--- src/rtl/branch_tag_manager.sv ---
// Branch tag allocator and tracker: hands out speculative tags at decode, retires
// them in order once resolved, and squashes younger tags on a mispredict.
module branch_tag_manager #(
    parameter int NUM_TAGS   = 4,
    parameter int TAG_WIDTH  = 2,
    parameter int ADDR_WIDTH = 32
) (
    input  logic                  clock,
    input  logic                  reset,
    input  logic                  alloc_req,
    output logic                  alloc_grant,
    output logic [TAG_WIDTH-1:0]  alloc_tag,
    input  logic                  res_valid,
    input  logic [TAG_WIDTH-1:0]  res_tag,
    input  logic                  res_mispredict,
    input  logic [ADDR_WIDTH-1:0] res_target,
    output logic [NUM_TAGS-1:0]   busy_mask,
    output logic                  full,
    output logic                  empty,
    output logic                  flush_valid,
    output logic [NUM_TAGS-1:0]   flush_mask,
    output logic                  redirect_valid,
    output logic [ADDR_WIDTH-1:0] redirect_pc
);

    // state   | meaning
    // NORMAL  | allocation, resolution and retire all active
    // RECOVER | cycle after a mispredict; flush/redirect visible, no allocation

    typedef enum logic [0:0] {
        NORMAL  = 1'b0,
        RECOVER = 1'b1
    } state_t;

    localparam logic [TAG_WIDTH:0] CNT_ONE  = (TAG_WIDTH+1)'(1);
    localparam logic [TAG_WIDTH:0] CNT_FULL = (TAG_WIDTH+1)'(NUM_TAGS);

    state_t                state, state_n;
    logic [NUM_TAGS-1:0]   valid, valid_n;
    logic [NUM_TAGS-1:0]   resolved, resolved_n;
    logic [TAG_WIDTH-1:0]  head, head_n;
    logic [TAG_WIDTH-1:0]  tail, tail_n;
    logic [TAG_WIDTH:0]    count, count_n;

    logic                  res_acc;
    logic                  mis_acc;
    logic                  retire;
    logic [TAG_WIDTH-1:0]  age_m;
    logic [TAG_WIDTH-1:0]  age_i;
    logic [NUM_TAGS-1:0]   squash;

    assign alloc_tag = tail;
    assign busy_mask = valid;

    always_comb begin
        res_acc     = res_valid & valid[res_tag] & ~resolved[res_tag];
        mis_acc     = res_acc & res_mispredict;
        alloc_grant = alloc_req & ~full & (state == NORMAL) & ~mis_acc;
        retire      = valid[head] & resolved[head] & ~mis_acc;
        age_m       = res_tag - head;

        // Younger than the mispredicted branch means strictly larger age from head.
        squash = '0;
        age_i  = '0;
        for (int i = 0; i < NUM_TAGS; i++) begin
            age_i = TAG_WIDTH'(i) - head;
            if (valid[i] && (age_i > age_m)) begin
                squash[i] = 1'b1;
            end
        end
    end

    always_comb begin
        valid_n    = valid;
        resolved_n = resolved;
        head_n     = head;
        tail_n     = tail;
        count_n    = count;

        if (res_acc) begin
            resolved_n[res_tag] = 1'b1;
        end

        if (mis_acc) begin
            valid_n = valid & ~squash;
            tail_n  = res_tag + TAG_WIDTH'(1);
            count_n = {1'b0, age_m} + CNT_ONE;
        end else begin
            if (retire) begin
                valid_n[head] = 1'b0;
                head_n        = head + TAG_WIDTH'(1);
            end
            if (alloc_grant) begin
                valid_n[tail]    = 1'b1;
                resolved_n[tail] = 1'b0;
                tail_n           = tail + TAG_WIDTH'(1);
            end
            if (alloc_grant && !retire) begin
                count_n = count + CNT_ONE;
            end else if (retire && !alloc_grant) begin
                count_n = count - CNT_ONE;
            end
        end
    end

    always_comb begin
        state_n = state;
        case (state)
            NORMAL:  if (mis_acc) state_n = RECOVER;
            RECOVER: state_n = NORMAL;
            default: state_n = NORMAL;
        endcase
    end

    always_ff @(posedge clock or posedge reset) begin
        if (reset) begin
            state          <= NORMAL;
            valid          <= '0;
            resolved       <= '0;
            head           <= '0;
            tail           <= '0;
            count          <= '0;
            full           <= 1'b0;
            empty          <= 1'b1;
            flush_valid    <= 1'b0;
            flush_mask     <= '0;
            redirect_valid <= 1'b0;
            redirect_pc    <= '0;
        end else begin
            state          <= state_n;
            valid          <= valid_n;
            resolved       <= resolved_n;
            head           <= head_n;
            tail           <= tail_n;
            count          <= count_n;
            full           <= (count_n == CNT_FULL);
            empty          <= (count_n == '0);
            flush_valid    <= mis_acc;
            flush_mask     <= mis_acc ? squash : '0;
            redirect_valid <= mis_acc;
            redirect_pc    <= mis_acc ? res_target : '0;
        end
    end

endmodule

--- config.mk ---
export PLATFORM = sky130hd
export DESIGN_NAME = branch_tag_manager
export DESIGN_NICKNAME = d
export VERILOG_FILES = /design/src/rtl/branch_tag_manager.sv
export SDC_FILE = /design/constraint.sdc
export NUM_CORES = 1
export LEC_CHECK = 0
export ABC_CLOCK_PERIOD_IN_PS = 2600
export BUFFER_PORTS_ARGS = -buffer_cell sky130_fd_sc_hd__buf_2
export CELL_PAD_IN_SITES_DETAIL_PLACEMENT = 1
export CELL_PAD_IN_SITES_GLOBAL_PLACEMENT = 1
export CORE_UTILIZATION = 30
export DETAILED_ROUTE_END_ITERATION = 8
export PLACE_DENSITY = 0.75
export RECOVER_POWER = 25
export SYNTH_ARGS = -nofsm -noshare
export SYNTH_HDL_FRONTEND = slang
export SYNTH_SLANG_ARGS = --single-unit
--- constraint.sdc ---
create_clock -name clock -period 2.6 [get_ports clock]
set_clock_uncertainty 0.05 [all_clocks]
set_input_delay 0.13 -clock clock [delete_from_list [all_inputs] [get_ports clock]]
set_output_delay 0.13 -clock clock [all_outputs]
set_load 0.05 [all_outputs]
==> run_results.csv <==
group,metric,value,unit
run_status,status,"finished, final reports clean",
setup_path,r2r_start,"head[0]$_DFFE_PP0P_",
route,drc_errors,0,
timing,final_max_slew_viol_count,0,
timing,fin_crit_sh,0.935,
finish,drive_gt1_frac,0.227,
timing,fmax,0.411,GHz
hold_path,hold_class,"in2reg",
timing,rsz0062_at_grt,"no",
clock_tree,hold_buffers,33,
setup_path,required,2.76,ns
placement,globalplace.congestion,0.852,
synth,synth_top_cell_by_area,"dfrtp_1",
die,die_h,93.2,um
placement,dp.cells,400,
clock_tree,clock_sinks,55,
synth,yosysUniqueCellTypes,44,
route,wl_per_cell,16.3,um
route,num_vias,2080,
setup_path,rrSetupSlack,0.17,ns
clock_tree,cts_buffers,5,
clock_tree,clockBufferDepth,2,
timing,period_needed,2.43,ns
global_routing,gr-total-overflow,0,
die,dieArea,8690,um^2
timing,relSlewSlack,0.163,
setup_path,cp_max_fo,6,
setup_path,worst-setup-path-type,"reg2reg",
route,dr.pass1.iters,4,
setup_path,critical_path_cell_count,9,
power_and_ir_drop,power_per_cell_area,1010,nW/um^2
clock_tree,htreeDepth,2,
global_routing,grt_use_total,0.176,
synth,synthTopCellsByArea,"dfrtp_1 54%, and2_1 8.8%, ha_1 6.0%",
route,viasPerCell,4.72,
clock_tree,cts-resized-gates,0,
clock_tree,clk_pin_slew_worst_paths,0.10,ns
timing,final_hold_viol_count,0,
synth,synth_top_flop_cell,"dfrtp_1",
global_routing,grt_pass1_vias,2381,
power_and_ir_drop,ir_drop,0.577,mV
synth,synth_top_area_share,0.541,
die,rows,32,
setup_path,cp-start-kind,"register",
timing,finalHoldWorstSlack,0.105,ns
timing,tns,0,ns
die,start_util,0.317,
setup_path,critPathMostFrequentCell,"inv_1",
synth,synth_async_sr_flop_share,1.00,
placement,portBuffers,85,
finish,areaGrowthSynthToFinish,38.0,%
synth,yosysWarnings,0,
synth,syn_area,2500,um^2
route,drt-initial-drc-count,103,
synth,synth-seq-cells,55,
run,maxCapViolations,0,
clock_tree,clk_latency,0.31,ns
global_routing,grt_max_degree,34,
setup_path,critPathBufInv,3,
die,dieWidth,93.2,um
synth,syn_inst,219,
synth,avgSynthCellArea,11.4,um^2
route,antenna_left,0,
setup_path,cp_slowest_cell,"fa_1",
clock_tree,cts_setup_buffers,0,
setup_path,crit_chain,"ha_1 -> inv_1 -> fa_1 -> inv_1 -> ha_1 -> inv_1 -> o21ai_0 -> mux2_2 -> a32o_1",
clock_tree,cts_tree,"built",
finish,instances_no_fill,441,
finish,n_antenna_cell,0,
synth,synth_edf_count,0,
route,wirelength,7.21,mm
timing,worstMarginPinSlew,1.25,ns
die,ios,86,
setup_path,cp-endpoint,"busy_mask[3]$_DFF_PP0_",
setup_path,critPathMaxStageDelay,0.53,ns
setup_path,critPathTopFamily,"adder cells",
setup_path,rr_endpoint,"busy_mask[3]$_DFF_PP0_",
global_routing,grt_antenna_before_repair,0,
setup_path,worst_setup_path_end_kind,"register",
setup_path,ff2ff_path_depth,9,
setup_path,worstSetupStartpoint,"head[0]$_DFFE_PP0P_",
die,core-area,7890,um^2
finish,fin_nets,391,
clock_tree,root_buffer,"clkbuf_8",
global_routing,grt_pass1_wl,11.7,mm
power_and_ir_drop,p_leak,1.66,nW
placement,hpwl,4.84,mm
setup_path,arrival,2.59,ns
synth,synth-seq-area-share,0.552,
timing,setup_viol,0,
synth,synth_nets,272,
[cells in the mapped netlist, types with 2 or more instances]
master	instances
xnor2_1	7
and2_1	35
nor3b_1	2
fa_1	2
o2111a_1	2
nand3b_1	4
o31ai_1	2
o21ai_0	8
nand2_1	15
a32o_1	3
mux4_2	2
xor2_1	2
inv_1	15
buf_2	3
a41oi_1	3
ha_1	12
nor2_1	6
nand4_1	2
clkbuf_1	7
a31o_2	2
dfrtp_1	54
a21oi_1	9
[per-stage QoR]
stage / worst slack, ns / total power [mW] / cell area, um^2 / utilization
floorplan: 0.196 / 2.46 / 2500 / -
global placement: 0.270 / 2.87 / 3060 / 0.387
detailed placement: 0.176 / 2.95 / 3060 / 0.387
CTS: 0.145 / 3.51 / 3480 / 0.442
global route: 0.0240 / 3.73 / 3450 / 0.437
finish: 0.169 / 3.47 / 3450 / 0.437
[layout by cell type, fill, tap and decap left out, types with 2 or more instances in the layout]
master / count
a21oi_1: 9
a31o_2: 2
a32o_1: 3
a41oi_1: 3
and2_1: 35
buf_2: 54
buf_4: 6
clkbuf_1: 31
clkbuf_8: 6
dfrtp_1: 54
dlygate4sd3_1: 33
fa_1: 2
ha_1: 12
inv_1: 15
mux4_2: 2
nand2_1: 15
nand3b_1: 4
nand4_1: 2
nor2_1: 6
nor3b_1: 2
o2111a_1: 2
o21ai_0: 8
o31ai_1: 2
xnor2_1: 7
xor2_1: 2
[routing by layer]
layer  vias up  GRT usage  part of all wire
met1      1037      0.202              0.40
li1        972          -                 -
met5         -          0                 0
met2        56      0.324              0.54
met3        15     0.0341             0.034
met4         0     0.0590             0.023
[report_power, final]
part           leakage (nW)  internal, mW  total (mW)  switching [mW]
Clock                0.0474         0.218       0.510           0.291
Sequential            0.725          1.03        1.25           0.216
Combinational         0.889         0.631        1.72            1.09
[flip-flops by register name, indices dropped and copies added, names as in the netlist, 2 cells and up]
register,flops
busy_mask,4
resolved,4
redirect_pc,32
alloc_tag,2
head,2
count,3
flush_mask,4
[final cells by class]
cell class | count | area [um^2]
fillers | 921 | 4440
flip-flops and latches | 55 | 1380
multi-input cells | 137 | 1020
repair buffers | 124 | 762
well taps | 102 | 128
clock buffers | 6 | 82.6
inverters | 15 | 56.3
clock inverters | 2 | 16.3
[worst min path at each step]
stage,from,to,cells past startpoint
floorplan,res_target[0],redirect_pc[0]$_DFF_PP0_,1
global placement,reset,redirect_pc[16]$_DFF_PP0_,2
detailed placement,reset,redirect_pc[16]$_DFF_PP0_,2
CTS,res_tag[0],alloc_tag[0]$_DFFE_PP0P_,2
global route,res_valid,resolved[1]$_DFF_PP0_,3
finish,res_tag[0],alloc_tag[0]$_DFFE_PP0P_,2
[cell families (layout without fill, tap and decap cells)]
logic type               Yosys count  count (layout)  share of synthesized area
multiplexers                       4               4                     0.0266
flip-flops                        55              55                      0.552
AO/OA/AOI/OAI                     35              35                     0.0982
buffers and inverters             27             147                     0.0436
AND/OR/NAND/NOR                   75              75                      0.172
XOR/XNOR                           9               9                     0.0316
adder cells (fa/ha/maj)           14              14                     0.0762
(Power assumes the default switching activity.)
